### src/rtl/aes_req_ctrl.sv
// rtl/aes_req_ctrl.sv - two-requester round-robin front end for the byte-serial AES-128 core
//
// Arbitrates between two 128-bit encrypt requests and sequences the core through
// reset, a 16-cycle byte load of state and key, and a fixed processing wait. It then
// returns the captured ciphertext on a valid/ready response channel.
//
// Optional feature macro: AES_CTRL_STATS_EN (adds per-requester response counters).
//
// Ports:
//   clk, reset                         clock, asynchronous active-high reset
//   reqN_valid/ready/data/key (N=0,1)  request channels; byte 0 = [127:120]
//   rsp_valid/ready/text/id            ciphertext response channel
//   core_reset                         high holds the core idle
//   core_state, core_key               byte-serial load bus to the core
//   core_text                          ciphertext from the core
//   busy                               high in every state except IDLE
//   stat_cnt0, stat_cnt1               saturating response counts (AES_CTRL_STATS_EN only)
module aes_req_ctrl #(
  parameter int CORE_LATENCY = 16
) (
  input  logic         clk,
  input  logic         reset,
  input  logic         req0_valid,
  output logic         req0_ready,
  input  logic [127:0] req0_data,
  input  logic [127:0] req0_key,
  input  logic         req1_valid,
  output logic         req1_ready,
  input  logic [127:0] req1_data,
  input  logic [127:0] req1_key,
  output logic         rsp_valid,
  input  logic         rsp_ready,
  output logic [127:0] rsp_text,
  output logic         rsp_id,
  output logic         core_reset,
  output logic [7:0]   core_state,
  output logic [7:0]   core_key,
  input  logic [127:0] core_text,
  output logic         busy
`ifdef AES_CTRL_STATS_EN
  ,
  output logic [15:0]  stat_cnt0,
  output logic [15:0]  stat_cnt1
`endif
);

  typedef enum logic [2:0] {IDLE, PRIME, LOAD, WAIT, RESP} state_t;

  state_t       state, state_n;
  logic [3:0]   cnt, cnt_n;
  logic [7:0]   wcnt, wcnt_n;
  logic         last;
  logic [127:0] data_q, key_q;
  logic         hshake, eval, pick0, pick1, grant;
  logic [127:0] data_sh, key_sh;
  logic         nxt_core_reset, nxt_busy, nxt_rsp_valid;
  logic [7:0]   nxt_core_state, nxt_core_key;

  // Next-state and arbitration.
  // The grant decision is taken in an IDLE cycle that has no pending pulse, or in the
  // response handshake cycle, so the registered ready pulse lands in the following
  // IDLE cycle and the FSM leaves for PRIME right after it.
  always_comb begin
    state_n = state;
    hshake  = (state == RESP) && rsp_ready;
    eval    = ((state == IDLE) && !(req0_ready || req1_ready)) || hshake;
    pick0   = eval && req0_valid && (!req1_valid || last);
    pick1   = eval && req1_valid && !pick0;
    grant   = pick0 || pick1;
    cnt_n   = (state == LOAD) ? cnt + 4'd1 : 4'd0;
    wcnt_n  = 8'd0;
    case (state)
      IDLE:  if (req0_ready || req1_ready) state_n = PRIME;
      PRIME: state_n = LOAD;
      LOAD: begin
        if (cnt == 4'd15) begin
          state_n = WAIT;
          wcnt_n  = 8'(CORE_LATENCY);
        end
      end
      WAIT: begin
        wcnt_n = wcnt - 8'd1;
        if (wcnt == 8'd1) state_n = RESP;
      end
      RESP:    if (rsp_ready) state_n = IDLE;
      default: state_n = IDLE;
    endcase
  end

  // Output values for the next cycle; every output is registered from these.
  always_comb begin
    data_sh        = data_q << {cnt_n, 3'b000};
    key_sh         = key_q << {cnt_n, 3'b000};
    nxt_core_reset = !((state_n == PRIME) || (state_n == LOAD) || (state_n == WAIT));
    nxt_busy       = (state_n != IDLE);
    nxt_rsp_valid  = (state_n == RESP);
    nxt_core_state = 8'd0;
    nxt_core_key   = 8'd0;
    if (state_n == LOAD) begin
      nxt_core_state = data_sh[127:120];
      nxt_core_key   = key_sh[127:120];
    end
  end

  always_ff @(posedge clk or posedge reset) begin
    if (reset) begin
      state      <= IDLE;
      cnt        <= 4'd0;
      wcnt       <= 8'd0;
      last       <= 1'b1;
      data_q     <= 128'd0;
      key_q      <= 128'd0;
      req0_ready <= 1'b0;
      req1_ready <= 1'b0;
      rsp_valid  <= 1'b0;
      rsp_text   <= 128'd0;
      rsp_id     <= 1'b0;
      core_reset <= 1'b1;
      core_state <= 8'd0;
      core_key   <= 8'd0;
      busy       <= 1'b0;
    end else begin
      state      <= state_n;
      cnt        <= cnt_n;
      wcnt       <= wcnt_n;
      req0_ready <= pick0;
      req1_ready <= pick1;
      rsp_valid  <= nxt_rsp_valid;
      core_reset <= nxt_core_reset;
      core_state <= nxt_core_state;
      core_key   <= nxt_core_key;
      busy       <= nxt_busy;
      if (grant) begin
        last   <= pick1;
        rsp_id <= pick1;
        data_q <= pick0 ? req0_data : req1_data;
        key_q  <= pick0 ? req0_key : req1_key;
      end
      if ((state == WAIT) && (wcnt == 8'd1)) rsp_text <= core_text;
    end
  end

`ifdef AES_CTRL_STATS_EN
  always_ff @(posedge clk or posedge reset) begin
    if (reset) begin
      stat_cnt0 <= 16'd0;
      stat_cnt1 <= 16'd0;
    end else if (hshake) begin
      if (!rsp_id && (stat_cnt0 != 16'hFFFF)) stat_cnt0 <= stat_cnt0 + 16'd1;
      if (rsp_id && (stat_cnt1 != 16'hFFFF)) stat_cnt1 <= stat_cnt1 + 16'd1;
    end
  end
`endif

endmodule

### config.mk
export PLATFORM = sky130hd
export DESIGN_NAME = aes_req_ctrl
export DESIGN_NICKNAME = d
export VERILOG_FILES = /design/src/rtl/aes_req_ctrl.sv
export SDC_FILE = /design/constraint.sdc
export NUM_CORES = 1
export LEC_CHECK = 0
export ABC_AREA = 0
export CAP_MARGIN = 20
export CORE_AREA = 2 2 309 311
export CTS_CLUSTER_DIAMETER = 150
export CTS_CLUSTER_SIZE = 25
export DETAILED_ROUTE_END_ITERATION = 16
export DIE_AREA = 0 0 311 313
export PLACE_DENSITY = 0.54
export SYNTH_ARGS = -nofsm -noshare
export SYNTH_HDL_FRONTEND = slang
export SYNTH_SLANG_ARGS = --single-unit
### constraint.sdc
create_clock -name clk -period 19.2 [get_ports clk]
set_input_delay 1.92 -clock clk [delete_from_list [all_inputs] [get_ports clk]]
set_output_delay 1.92 -clock clk [all_outputs]
set_load 0.01 [all_outputs]
# After elaboration in Yosys (flattened, before gate mapping)
# Index checks and enable logic that the tools add are counted.
[totals]
reg_bits = 422
elab_cells = 60
[op_classes]
n_eq_ne = 10
n_addsub = 2
shift = 2
n_reduce_logical = 19
muxes = 12
[op_table]
columns = ["op", "n"]
rows = [
  ["two-way mux 128 bit", 2],
  ["<< shifter 128 x 7 -> 128 bit", 2],
  ["two-way mux 8 bit", 2],
  ["one-hot mux 8 bit (2 select lines)", 1],
  ["one-hot mux 3 bit (5 select lines)", 1],
  ["equality test 3 x 2 -> 1 bit (second input constant)", 4],
  ["two-way mux 3 bit", 4],
  ["equality test 8 x 1 -> 1 bit (second input constant)", 1],
  ["subtractor 8 x 1 -> 8 bit (second input constant)", 1],
  ["logical AND 1 bit", 7],
  ["equality test 3 x 1 -> 1 bit (second input constant)", 2],
  ["equality test 3 bit (second input constant)", 2],
  ["logical OR 1 bit", 6],
  ["two-way mux 5 bit", 1],
  ["adder 4 x 1 -> 4 bit (second input constant)", 1],
  ["equality test 4 bit (second input constant)", 1],
  ["zero test 1 bit", 4],
  ["two-way mux 4 bit", 1],
  ["zero test 3 bit", 1],
  ["nonzero test 3 bit", 1],
]

# Longest topological paths before layout
# Gate-level depths: netlist (run 1).
[logic_depth]
depth_word = 9
mapped_depth = 9
depth_no_buf = 7

# Worst setup path after synthesis (run 1)
# OpenSTA, ideal clock, no wires.
[synth_path]
path_kind = "in2reg"
start = "in req1_valid"
end = "reg data_q[33]"
slack_ps = 16011
n_path_buf = 2
path_stages = 7
required_ps = 19076
t_arrival_ps = 3065
path_cell_list = "nor2b_1 -> a2111oi_4 -> nor2_1 -> buf_2 -> buf_2 -> nand2_1 -> nand2_1"
[synth_between]
elab_chain_len = 6
[synth_lines]
columns = ["item", "line", "text"]
rows = [
  ["from (decl)", "27", "input logic req1_valid,"],
  ["zero test 1 bit", "67", "pick0 = eval && req0_valid && (!req1_valid || last);"],
  ["logical OR 1 bit", "67", ""],
  ["logical AND 1 bit", "67", ""],
  ["zero test 1 bit", "68", "pick1 = eval && req1_valid && !pick0;"],
  ["logical AND 1 bit", "68", ""],
  ["logical OR 1 bit", "69", "grant = pick0 || pick1;"],
  ["to (signal assigned)", "136", "data_q <= pick0 ? req0_data : req1_data;"],
  ["to (decl)", "53", "logic [127:0] data_q, key_q;"],
]
# Parallel ways exist; a longest one is shown, timed or not.
# A chain may end at the register's enable or synchronous reset.

# Final worst setup path (run 1)
[layout_path]
start = "in rsp_ready"
end = "reg key_q[118]"
[layout_between]
elab_chain_len = 7
[layout_lines]
columns = ["item", "line", "text"]
rows = [
  ["from (decl)", "32", "input logic rsp_ready,"],
  ["logical AND 1 bit (*)", "65", "hshake = (state == RESP) && rsp_ready;"],
  ["logical OR 1 bit (*)", "66", "eval = ((state == IDLE) && !(req0_ready || req1_ready)) || hshake;"],
  ["logical AND 1 bit (2 in a row)", "67", ""],
  ["zero test 1 bit", "68", ""],
  ["logical AND 1 bit", "68", ""],
  ["logical OR 1 bit", "69", ""],
  ["to (signal assigned)", "137", "key_q <= pick0 ? req0_key : req1_key;"],
  ["to (decl)", "53", ""],
]
# Every way passes the cells marked *; elsewhere a longest branch is shown, timed or not.

==> out/qor.csv, run 1 <==
metric,value,unit
global-route wire length before repair,130,mm
Post-Synthesis Cells,1784,
worst hold path depth,1,
TritonCTS clock tree,built,
"Net count, final",3142,
Hold Path Class,reg2reg,
Multi-input gate area,8040,um2
CTS buffer count,20,
maximum vdd drop,70.5,uV
critical-path cell list,"clkdlybuf4s50_1, nand2_1, a2111oi_4, buf_4, buf_4, buf_4, a22oi_1, nand2_1",
status,finished clean,
PD cells,167,nW/um2
ys flop type,dfrtp_1,
Post-Route Setup TNS,0,ns
Slew @ Worst Pin,1.09,ns
max-slew violation count,0,
post-CTS setup repair buffer count,0,
CTS Hold Bufs,0,
WP data arrival,5.64,ns
sw power,2.11,mW
# fillers,9940,
PostCTS Resize Cnt,0,
Static Leak,12.2,nW
CP max stage delay,0.82,ns
RSZ-0062 raised after global routing,false,
clk slew on worst S/H paths,0.11,ns
Final HPWL DP,69.9,mm
Reg-to-Reg Start,state[0]$_DFF_PP0_,
#FFs+latches synth,422,
die span in x,311,um
placed insts,3736,
critical path depth,8,
gr ovfl total,0,
die height,313,um
fin cells,3771,
Pwr Total,4.84,mW
root buf cell,clkbuf_16,
P&R area growth vs syn,50.8,%
pin count of the biggest net entering global routing,138,
routed vias,16800,
crit end category,flip-flop,
Max-Slew Margin vs Limit,27.3,%
YS warnings,0,
Startpoint Class,input pin,
CTS Buffer Depth,3,
clock power share,10.7,%
combinational share of power,54.5,%
ratio of cells with drive above 1 in the final layout,9.59,%
GR Util All Layers,18.3,%
worst setup path startpoint,rsp_ready,
port buffer count,794,
Total Routed Length,92.6,mm
crit share post-route,26.7,%
Initial Util,20.4,%
fmax,195,MHz
Yosys cell types,54,
final antenna-violating net count,0,
DR pass1 iterations,5,
Remaining DRCs,0,
CP Class,in2reg,
Die Area,97300,um2
CORE AREA,94200,um2
Int Power,2.73,mW
setup ws final,14.08,ns
Clock Skews,0.0261,ns
final setup fails,0,
Avg Synthesized Cell Area,10.8,um2
most frequent CP cell,buf_4,
critical path's top delay family,buffers and inverters,
average wire per standard cell,24.6,um
Synth Cell Area,19200,um2
Ports,795,
switching share of power,43.6,%
Via density,4.46,
Rows,113,
initial antenna violation count,11,
CP Buf/Inv Count,4,
Hold Startpoint,wcnt[0]$_DFF_PP0_,
critical path's slowest cell,buf_4,
1st-iter DRT viols,1300,
WP data required,19.73,ns
# clock sinks,422,
"Seq/Total Area, Yosys",54.9,%
max-cap violations,0,
final hold violation count,0,
Mapped Nets,2432,
vias in the first global route,17400,
register area,10600,um2
worst-path fanout max,75,
Post-synth ARST share,100,%
pre-CTS WS,13.47,ns
htree depth,1,
Final Critical Period,5.12,ns
gpl congestion,0.860,
"Clk Latency, worst-skew pair",0.59,ns
"EDFF count, synth",0,
sequential power share,34.8,%
r2r worst-path depth,7,
## sequential cells by signal, indices dropped and copies added (netlist names)
| register | flops |
|---|---|
| data_q | 128 |
| key_q | 128 |
| rsp_text | 128 |
| core_key | 8 |
| core_state | 8 |
| wcnt | 8 |
| cnt | 4 |
| state | 3 |
| busy | 1 |
| core_reset | 1 |
| last | 1 |
| req0_ready | 1 |
| req1_ready | 1 |
| rsp_id | 1 |
| rsp_valid | 1 |
## stage by stage
step | utilization, % | hold slack (ns) | instance area [um2]
final | 30.8 | 0.499 | 29000
after CTS | 30.7 | 0.497 | 28900
after detailed placement | 30.1 | 0.476 | 28400
after global placement | 30.1 | 0.473 | 28400
after floorplan | - | 0.454 | 19200
after global routing | 30.8 | 0.522 | 29000
## power groups by stage
stage	clock network, mW	logic, mW	registers [mW]
finish	0.520	2.64	1.68
global route	0.567	2.87	1.74
CTS	0.546	2.72	1.69
detailed placement	0	2.71	1.70
global placement	0	2.69	1.70
floorplan	0	1.39	1.63
## routing by layer
metal	share of wire (%)	GRT usage, %	wire, um	vias to the layer above
li1	-	-	-	7740
met1	39	21.4	35900	8411
met2	52	33.2	47700	597
met3	6.7	4.54	6200	76
met4	2.9	4.74	2690	8
met5	0.058	0	54	-
## synth_stat cells (all sizes together) (3+ instances only)
library cell	instances	area, um2
mux4	29	653
buf	79	453
o221ai	7	61.3
a211oi	3	22.5
or4b	8	80.1
nor3	8	45.0
o211ai	7	52.6
nor2	26	97.6
a221oi	8	70.1
dfrtp	420	10500
a21oi	16	80.1
mux2i	25	250
mux2	144	1620
nand2	562	2110
xnor2	6	52.6
nor2b	6	37.5
a32o	7	70.1
clkbuf	54	203
a22oi	258	1940
or3	9	56.3
xor2	3	26.3
ha	3	37.5
o21ai	17	85.1
nand3	4	20.0
nand2b	11	68.8
inv	8	30.0
o22ai	11	68.8
a2bb2oi	7	61.3
a32oi	8	70.1
a21boi	7	52.6
## worst paths after layout
| check | end | slack (ns) |
|---|---|---|
| min | wcnt[0]$_DFF_PP0_ | 0.50 |
| max | key_q[118]$_DFFE_PP0P_ | 14.08 |
| min in group asynchronous | state[1]$_DFF_PP0_ | 1.85 |
| max reg2reg | key_q[118]$_DFFE_PP0P_ | 14.94 |
| max in group asynchronous | cnt[0]$_DFF_PP0_ | 15.22 |
| min reg2reg | wcnt[0]$_DFF_PP0_ | 0.50 |
## worst reg2reg max path, delay by kind of cell, from the launching register on
kind                   cells  cell delay (ns)
buffers and inverters      3             2.36
flip-flops                 1             0.68
AND/OR/NAND/NOR            2             0.60
AO/OA/AOI/OAI              2             0.57
## cell usage in the layout (no fill, tap or decap), types with 6 or more instances in the layout
cell / n
mux2_2: 135
nand2_1: 562
a221oi_1: 8
mux2_1: 9
nor2b_1: 6
a32o_1: 7
a21oi_1: 16
o221ai_1: 7
o22ai_1: 11
clkbuf_16: 21
nor3_1: 7
mux2i_1: 25
dfrtp_1: 419
buf_4: 25
nor2_1: 25
a32oi_1: 8
a22oi_1: 258
o211ai_1: 7
o21ai_0: 14
mux4_2: 29
a21boi_0: 7
clkdlybuf4s50_1: 794
a2bb2oi_1: 7
clkbuf_1: 8
or4b_2: 8
or3_1: 9
nand2b_1: 10
## cell type report
class	instances	area share, %
flip-flops and latches	422	36.5
repair buffers	821	28.2
diodes	4	0.0345
clock buffers	29	1.92
clock inverters	1	0.0173
inverters	8	0.130
well taps	1265	5.46
multi-input cells	1221	27.7
## cells by family (layout without fill, tap and decap cells)
kind of cell / count (synthesis) / in the layout / share of synthesized area (%)
xor+xnor: 9 / 9 / 0.410
buf+inv: 141 / 859 / 3.57
simple gates: 647 / 647 / 13.6
mux: 198 / 198 / 13.1
other cells: 0 / 4 / 0
flops: 422 / 422 / 54.9
compound gates: 364 / 364 / 14.1
fa+ha+maj: 3 / 3 / 0.195
(Power assumes the default switching activity.)
==> run 2, diff against run 1 <==
clock period = 5 ns   (was 19.2 ns; I/O delays follow)
==> run 2 against run 1 <==
Design area grew 0.24%; sequential cell count is the same; die area is the same; global-route usage grew 0.56 points.
==> out/qor.csv, run 2 (synthesis gave the netlist of run 1 again) <==
metric,value,unit
status,finished clean,
final hold violation count,0,
Static Leak,12.2,nW
Top Metal Used,met5,
r2r worst-path depth,7,
CORE AREA,94200,um2
Slew @ Worst Pin,1.08,ns
Largest regs,"data_q x128, key_q x128, rsp_text x128",
# clock sinks,422,
RSZ-0062 raised after global routing,false,
htree depth,1,
crit path to,core_state[5]$_DFF_PP0_,
max-cap violations,0,
CTS buffer count,20,
final setup fails,0,
worst-path fanout max,40,
met2 WL,49.7,mm
r2r setup slk,1.48,ns
"Net count, final",3137,
CTS Buffer Depth,3,
global-route wire length before repair,133,mm
Die Area,97300,um2
DR pass1 iterations,5,
Clock Skews,0.0256,ns
worst setup path startpoint,cnt[0]$_DFF_PP0_,
Reg-to-Reg Start,cnt[0]$_DFF_PP0_,
average wire per standard cell,25.2,um
final antenna-violating net count,0,
GR Util All Layers,18.8,%
Final HPWL DP,73.8,mm
WP data arrival,3.98,ns
Max-Slew Margin vs Limit,27.7,%
Ports,795,
Final Critical Period,3.52,ns
crit share post-route,70.5,%
P&R area growth vs syn,51.1,%
CTS Hold Bufs,0,
setup ws final,1.48,ns
Total Routed Length,95.0,mm
PostCTS Resize Cnt,0,
fmax,284,MHz
maximum vdd drop,375,uV
"commonest non-fill, non-tap cell in the layout",clkdlybuf4s50_1,
pre-CTS WS,1.49,ns
"commonest non-fill, non-tap cells in the layout","794 x clkdlybuf4s50_1, 562 x nand2_1, 419 x dfrtp_1",
gpl congestion,0.830,
vias in the first global route,17300,
gr ovfl total,0,
Remaining DRCs,0,
Initial Util,20.4,%
Post-Route Setup TNS,0,ns
TritonCTS clock tree,built,
pin count of the biggest net entering global routing,144,
ratio of cells with drive above 1 in the final layout,9.39,%
1st-iter DRT viols,1282,
crit end category,flip-flop,
M1 WL,35.6,mm
post-CTS setup repair buffer count,0,
Via density,4.47,
port buffer count,794,
routed vias,16900,
Startpoint Class,flip-flop,
DR WL met3,6.65,mm
die span in x,311,um
max-slew violation count,0,
"Clk Latency, worst-skew pair",0.59,ns
RR Endpoint,core_state[5]$_DFF_PP0_,
WP data required,5.45,ns
Hold Path Class,in2async,
PD cells,631,nW/um2
die height,313,um
CP Class,reg2reg,
initial antenna violation count,19,
clk slew on worst S/H paths,0.12,ns
# fillers,9888,
root buf cell,clkbuf_16,
Rows,113,
-- run 2: metrics by stage --
| stage | total power [mW] | std cells | util, % | area [um2] | hold slack [ns] |
|---|---|---|---|---|---|
| 6_report | 18.3 | 3775 | 30.9 | 29100 | 0.363 |
| 5_1_grt | 19.7 | 3774 | 30.8 | 29000 | 0.381 |
| 3_3_place_gp | 16.6 | 3732 | 30.2 | 28500 | 0.472 |
| 4_1_cts | 18.8 | 3768 | 30.8 | 29000 | 0.329 |
| 2_1_floorplan | 11.6 | 1784 | - | 19200 | 0.454 |
| 3_5_place_dp | 16.7 | 3732 | 30.2 | 28500 | 0.477 |
-- run 2: cell type report --
| type | instances | area (um2) | area share, % |
|---|---|---|---|
| clock inverters | 1 | 5.00 | 0.0172 |
| flip-flops and latches | 422 | 10600 | 36.4 |
| clock buffers | 35 | 578 | 1.99 |
| well taps | 1265 | 1580 | 5.45 |
| diodes | 7 | 17.5 | 0.0603 |
| multi-input cells | 1221 | 8040 | 27.7 |
| inverters | 8 | 33.8 | 0.116 |
| repair buffers | 816 | 8230 | 28.3 |
-- run 2: metal layers --
layer,vias to the layer above,global-route usage [%]
met5,-,0
met4,16,5.47
met3,98,4.80
met2,647,34.7
met1,8362,21.3
li1,7741,-
-- run 2: report_power, final --
group | leakage, nW | internal (mW) | switching [mW]
Combinational | 6.92 | 4.45 | 5.17
Clock | 0.279 | 0.801 | 1.24
Sequential | 5.02 | 5.20 | 1.47
-- run 2: how the worst min path moves through the flow --
stage / start / end / slack, ns / cells past startpoint
after global routing: reset / rsp_text[44]$_DFFE_PP0P_ / 0.38 / 2
final: reset / rsp_text[44]$_DFFE_PP0P_ / 0.36 / 2
after detailed placement: data_q[12]$_DFFE_PP0P_ / data_q[12]$_DFFE_PP0P_ / 0.48 / 2
after floorplan: data_q[25]$_DFFE_PP0P_ / data_q[25]$_DFFE_PP0P_ / 0.45 / 2
after global placement: data_q[105]$_DFFE_PP0P_ / data_q[105]$_DFFE_PP0P_ / 0.47 / 2
after CTS: reset / rsp_text[85]$_DFFE_PP0P_ / 0.33 / 2
-- run 2: worst max-delay path, cell delays in order, from the launching register on --
cell	delay, ns
dfrtp_4	0.62
ha_1	0.35
xor2_4	0.19
buf_4	0.66
mux2i_1	0.84
a221oi_1	0.31
a21oi_1	0.24
o22ai_1	0.11
==> run 3, diff against run 2 <==
CORE_AREA = 2 2 311 313   (was 2 2 309 311)
DIE_AREA = 0 0 313 315   (was 0 0 311 313)
PLACE_DENSITY = 0.55   (was 0.54)
clock period = 2.9 ns   (was 5 ns; I/O delays follow)
==> run 3 against run 2 <==
Sequential cell count unchanged; global-route usage decreased by 0.098 points; core utilization increased by 0.20 points; power rose by 78%.
==> out/qor.csv, run 3 (synthesis gave the netlist of run 1 again) <==
metric,value,unit
status,finished clean,
Rows,114,
PD cells,1100,nW/um2
final hold violation count,0,
htree depth,1,
clk slew on worst S/H paths,0.12,ns
"commonest non-fill, non-tap cells in the layout","794 x clkdlybuf4s50_1, 562 x nand2_1, 419 x dfrtp_1",
Die Area,98600,um2
register area,10600,um2
die span in x,313,um
# fillers,9923,
vias in the first global route,17700,
Static Leak,12.6,nW
initial antenna violation count,12,
Multi-input gate area,8050,um2
"Net count, final",3194,
worst-path fanout max,14,
WP data required,3.36,ns
CP max stage delay,0.70,ns
CTS buffer count,21,
root buf cell,clkbuf_16,
port buffer count,794,
Total Routed Length,96.1,mm
Ports,795,
Max-Slew Margin vs Limit,30.7,%
max-slew violation count,0,
average wire per standard cell,25.0,um
CTS Buffer Depth,3,
P&R area growth vs syn,54.6,%
maximum vdd drop,548,uV
"Clk Latency, worst-skew pair",0.61,ns
WP data arrival,3.16,ns
Remaining DRCs,0,
ratio of cells with drive above 1 in the final layout,11.6,%
final setup fails,0,
fin area,29700,um2
DR pass1 iterations,5,
CTS Hold Bufs,0,
Initial Util,20.1,%
Final HPWL DP,75.9,mm
RSZ-0062 raised after global routing,false,
critical-path cell list,"or4b_2, inv_2, buf_4, a32o_1, a2bb2oi_1, o21ai_0",
# clock sinks,422,
Final Critical Period,2.70,ns
Slew @ Worst Pin,1.04,ns
final antenna-violating net count,0,
Layout Utilization,31.1,%
Via density,4.47,
critical path's slowest cell,or4b_2,
"commonest non-fill, non-tap cell in the layout",clkdlybuf4s50_1,
Hold Path Class,in2async,
max-cap violations,0,
global-route wire length before repair,133,mm
pin count of the biggest net entering global routing,130,
CP Buf/Inv Count,2,
Clock Skews,0.0338,ns
Post-Route Setup TNS,0,ns
crit end category,flip-flop,
1st-iter DRT viols,1178,
GR Util All Layers,18.7,%
gr ovfl total,0,
Startpoint Class,flip-flop,
fin cells,3838,
die height,315,um
routed vias,17200,
Largest regs,"data_q x128, key_q x128, rsp_text x128",
area of placed instances,29100,um2
fmax,371,MHz
crit share post-route,93.0,%
TritonCTS clock tree,built,
CP Class,reg2reg,
critical path's top delay family,compound AO/OA/AOI/OAI gates,
CORE AREA,95700,um2
placed insts,3799,
gpl congestion,0.828,
[run 3: report_power, final]
part	internal [mW]	total [mW]	switching [mW]
clock	1.42	3.62	2.21
combinational	8.34	17.6	9.24
sequential	8.97	11.4	2.46
[run 3: path summary, 6_finish.rpt]
kind                                    from                  endpoint  cells past startpoint  slack [ns]
setup / recovery            cnt[0]$_DFF_PP0_     core_key[6]$_DFF_PP0_                      6        0.20
hold / removal                         reset  rsp_text[71]$_DFFE_PP0P_                      3        0.15
setup reg to reg            cnt[0]$_DFF_PP0_     core_key[6]$_DFF_PP0_                      6        0.20
hold reg to reg            wcnt[0]$_DFF_PP0_         wcnt[0]$_DFF_PP0_                      1        0.50
max in group asynchronous              reset      key_q[5]$_DFFE_PP0P_                      3        1.77
min in group clk               req1_data[77]    data_q[77]$_DFFE_PP0P_                      3        0.19
[run 3: layout make-up]
cell class                      instances  share of cell area (%)
Sequential cell                       422                    35.6
Multi-Input combinational cell       1221                    27.1
Timing Repair Buffer                  872                    29.8
Inverter                                8                   0.114
Tap cell                             1276                    5.37
Antenna cell                            3                  0.0253
Clock buffer                           31                    1.93
Clock inverter                          5                   0.156
[run 3: tightest hold or removal path: stages]
cell and delay, ns:
clkdlybuf4s50_1 0.44, clkinvlp_4 0.17, buf_12 0.23
[run 3: metal layers]
metal | vias to the layer above | GRT usage [%] | part of all wire [%]
met5 | - | 0 | 0.14
met4 | 20 | 3.56 | 2.2
met3 | 78 | 4.41 | 7.0
met2 | 648 | 35.0 | 52
met1 | 8555 | 21.7 | 39
li1 | 7862 | - | -
[run 3: what timing repair did]
item | in CTS | in global routing
gates resized for setup | 0 | 2
setup buffers | 0 | 0
endpoints found under the setup margin | 0 | 1
[run 3: through the flow]
step / setup slack [ns] / hold slack, ns / power (mW)
6_report: 0.202 / 0.152 / 32.6
4_1_cts: 0.0375 / 0.114 / 33.4
2_1_floorplan: -3.08 / 0.353 / 20.0
3_3_place_gp: 0.105 / 0.471 / 29.5
3_5_place_dp: 0.0514 / 0.475 / 29.6
5_1_grt: 0.106 / 0.131 / 35.0
==> edit 1 (settings of run 1) <==
`core_key` no longer has a reset.
--- a/src/rtl/aes_req_ctrl.sv
+++ b/src/rtl/aes_req_ctrl.sv
@@ -117,7 +117,6 @@
       rsp_id     <= 1'b0;
       core_reset <= 1'b1;
       core_state <= 8'd0;
-      core_key   <= 8'd0;
       busy       <= 1'b0;
     end else begin
       state      <= state_n;
@@ -128,7 +127,6 @@
       rsp_valid  <= nxt_rsp_valid;
       core_reset <= nxt_core_reset;
       core_state <= nxt_core_state;
-      core_key   <= nxt_core_key;
       busy       <= nxt_busy;
       if (grant) begin
         last   <= pick1;
@@ -138,6 +136,10 @@
       end
       if ((state == WAIT) && (wcnt == 8'd1)) rsp_text <= core_text;
     end
+  end
+
+  always_ff @(posedge clk) begin
+    core_key <= nxt_core_key;
   end
 
 `ifdef AES_CTRL_STATS_EN
Formal check against the unedited RTL: differs if reset is asserted again (counterexample within 4 cycles, from zero or initial values and one cycle with reset high); with reset held inactive, the same outputs for 4 cycles.
==> edit 1 against run 1 <==
- setup slack better by 0.13 ns
- largest cell class unchanged
- hold slack improved by 0.0050 ns
- largest power group unchanged
- final cell count grew 9.6%
- sequential share of layout area down 0.80 points
- non-clock buffer count decreased by 1
- wire length fell by 6.3%
- utilization up 0.58 points
- register-to-register slack worse by 0.64 ns
- global-route usage fell by 1.2 points
- power fell by 7.9%
- design area rose by 1.9%
- fmax up 2.6%
- area after synthesis increased by 3.8%
- sequential cell count did not move
==> edit 1: results <==
set metrics [dict create \
    grt_pass1_vias 18600 \
    cp_max_fo 100 \
    num-clock-buffers 36 \
    synthesis.nets 2826 \
    ys_top_cells_by_count "638 x nand2_1, 412 x dfrtp_1, 274 x nor2_1, 272 x a31oi_1, 129 x mux2_2" \
    drt-met1-wl_mm 36.7 \
    met3_length_mm 4.96 \
    fin_worst_hold_slack_ns 0.504 \
    dr.first_iter.drc_count 1159 \
    num_antenna_cells 9 \
    slowest_delay_ns 0.85 \
    arrival_ns 5.50 \
    sh_seq_area_pct 35.7 \
    seq_cell_count 422 \
    synth.distinct_cells 51 \
    vias_per_cell 4.52 \
    met3_usage_pct 3.20 \
    drive_gt1_share_pct 7.14 \
    n_all_buffers 820 \
    cp-endpoint "key_q[105]" \
    gp_congestion 0.835 \
    syn_inst 2178 \
    grt_max_degree 158 \
    ir_drop_mv 0.0883 \
    p_leak_uw 0.0118 \
    status "completed" \
    met1_usage_pct 21.9 \
    async_reset_ff_share_pct 98.1 \
    reg2reg_to "core_key[1]" \
    ys_seq_area_share_pct 52.7 \
    drt_wl_total_mm 86.8 \
    ff2ff_path_depth 9 \
    rr_startpoint "cnt[0]" \
    grt_pass1_wl_mm 127 \
    bufAreaShareNonClock_pct 27.7 \
    maxSlewHeadroom_pct 25.9 \
    routedWlPerCell_um 21.0 \
    dp.cells 4087 \
    inv_count 9 \
    multiInputGateArea_sq_mm 0.00858 \
    final.fill_count 10000 \
    skew_ns 0.0267 \
    final-clk-cell-share_pct 2.00 \
    regArea_sq_mm 0.0105 \
]
## edit 1: cell count changes after synthesis, moves of 24 or more
cell / run 1 / this run
nor2_1: 26 / 274
a31oi_1: 2 / 272
nand2_1: 562 / 638
buf_2: 59 / 104
mux4_2: 29 / 1
nand3_1: 4 / 28
a22oi_1: 258 / 2
## edit 1: cell families after synthesis
family,after synthesis,synth area share (%)
muxes,164,9.10
AOI/OAI and AO/OA,399,13.3
adders and majority gates,3,0.188
xor gates and xnor gates,9,0.395
DFF,422,52.7
and+or+nand+nor,996,19.7
buffers and inverters,185,4.60
## edit 1: through the flow
stage	total power, uW	setup slack [ns]
2_1_floorplan	2860	5.76
3_3_place_gp	3960	13.67
3_5_place_dp	3990	13.61
4_1_cts	4540	14.07
5_1_grt	4790	13.86
6_report	4450	14.21
## edit 1: where the power goes
part / switching, uW / leakage, uW / internal, uW
sequential: 278 / 0.00476 / 1330
clock: 323 / 0.000283 / 212
combinational: 1310 / 0.00674 / 1000
==> edit 2 (settings of run 1) <==
Without the edit above. Add a define of `AES_CTRL_STATS_EN`.
--- a/src/rtl/aes_req_ctrl.sv
+++ b/src/rtl/aes_req_ctrl.sv
@@ -15,6 +15,8 @@
 //   core_text                          ciphertext from the core
 //   busy                               high in every state except IDLE
 //   stat_cnt0, stat_cnt1               saturating response counts (AES_CTRL_STATS_EN only)
+`define AES_CTRL_STATS_EN
+
 module aes_req_ctrl #(
   parameter int CORE_LATENCY = 16
 ) (
Function (old outputs only; new: stat_cnt0 and stat_cnt1): same outputs for any inputs over 4 cycles, from zero or initial values and one cycle with reset high; that may be too few to reach the edited logic, so the function may still have changed.
==> edit 2 against run 1 <==
- clock power rose by 9.0%
- critical endpoint is now key_q[53]
- die area unchanged
- wire length increased by 0.42%
- sequential cell count up 32
- area after synthesis is 14% higher
- setup slack worse by 0.55 ns
- power shrank 2.7%
- design area grew 10%
==> edit 2: results <==
set metrics [dict create \
    num-clock-buffers 31 \
    skew_ns 0.0254 \
    vias_per_cell 4.59 \
    final.fill_count 9892 \
    multi_input_cells 1658 \
    ys_seq_area_share_pct 51.8 \
    ir_drop_mv 0.0889 \
    grt_max_degree 111 \
    arrival_ns 6.19 \
    bufAreaShareNonClock_pct 26.8 \
    first_pass_iters 7 \
    hp-class "reg2reg" \
    hpwlAfterDp_mm 70.3 \
    grt_pass1_vias 20200 \
    synth-seq-cells 454 \
    slowest_delay_ns 0.91 \
    dr.first_iter.drc_count 1392 \
    ys_top_cells_by_area "dfrtp_1 52%, nand2_1 10%, a31oi_1 7.3%" \
    synthesis.nets 2947 \
    layout.nets 3658 \
    antenna_found_initial 18 \
    multiInputGateArea_sq_mm 0.00969 \
    ys_top_cells_by_count "613 x nand2_1, 452 x dfrtp_1, 295 x nor2_1, 257 x a31oi_1, 98 x mux2_4" \
    inv_count 12 \
    maxSlewHeadroom_pct 26.0 \
    track_usage_pct 18.4 \
    drive_gt1_share_pct 7.22 \
    largestRegisters "data_q x128, key_q x128, rsp_text x128" \
    sh_seq_area_pct 35.6 \
    final-clk-cell-share_pct 1.97 \
    status "completed" \
    routedWlPerCell_um 21.6 \
    grt_pass1_wl_mm 136 \
    async_reset_ff_share_pct 100 \
    p_leak_uw 0.0133 \
    port_buffers 826 \
]
-- edit 2: logic make-up after synthesis --
family | Yosys count | share of synthesized area (%)
simple gates | 1020 | 18.6
flops | 454 | 51.8
mux | 202 | 11.6
fa+ha+maj | 5 | 0.285
compound gates | 395 | 11.9
xor+xnor | 36 | 1.44
buf+inv | 185 | 4.41
-- edit 2: through the flow --
stage               setup slack, ns  utilization (%)  cells
finish                        13.53             33.9   4295
CTS                           13.55             33.8   4282
global placement              13.01             33.1   4248
floorplan                      4.63                -   2297
detailed placement            12.90             33.1   4248
global route                  13.11             33.9   4291
-- edit 2: path summary, 6_finish.rpt --
check | startpoint | to | slack, ns | cells past startpoint
max | rsp_ready | key_q[53] | 13.53 | 9
min | stat_cnt0[11] | stat_cnt0[11] | 0.51 | 1
max reg2reg | state[2] | key_q[53] | 14.48 | 8
min reg2reg | stat_cnt0[11] | stat_cnt0[11] | 0.51 | 1
max in group asynchronous | reset | rsp_text[105] | 15.24 | 4
min in group asynchronous | reset | rsp_text[19] | 1.76 | 2
-- edit 2: worst reg2reg max path, stage by stage, from the launching register on --
cell and delay [ns]:
dfrtp_1 0.53, or3_1 0.44, a21oi_2 0.30, o21a_4 0.55, buf_4 0.64, buf_4 0.84, buf_4 0.94, nor2_1 0.21
a31oi_1 0.19
-- edit 2: metal layers --
layer / global-route usage [%] / routed length, um / share of wire [%] / vias up
li1: - / - / - / 9337
met1: 21.9 / 37600 / 40 / 9681
met2: 33.3 / 47300 / 51 / 620
met3: 4.61 / 6080 / 6.5 / 68
met4: 4.28 / 1990 / 2.1 / 6
met5: 0 / 36 / 0.039 / -
-- edit 2: power by group --
part | internal (uW) | leakage, uW | switching, uW
logic | 1080 | 0.00778 | 1370
clock network | 218 | 0.000302 | 349
registers | 1400 | 0.00522 | 281
total | 2700 | 0.0133 | 2000
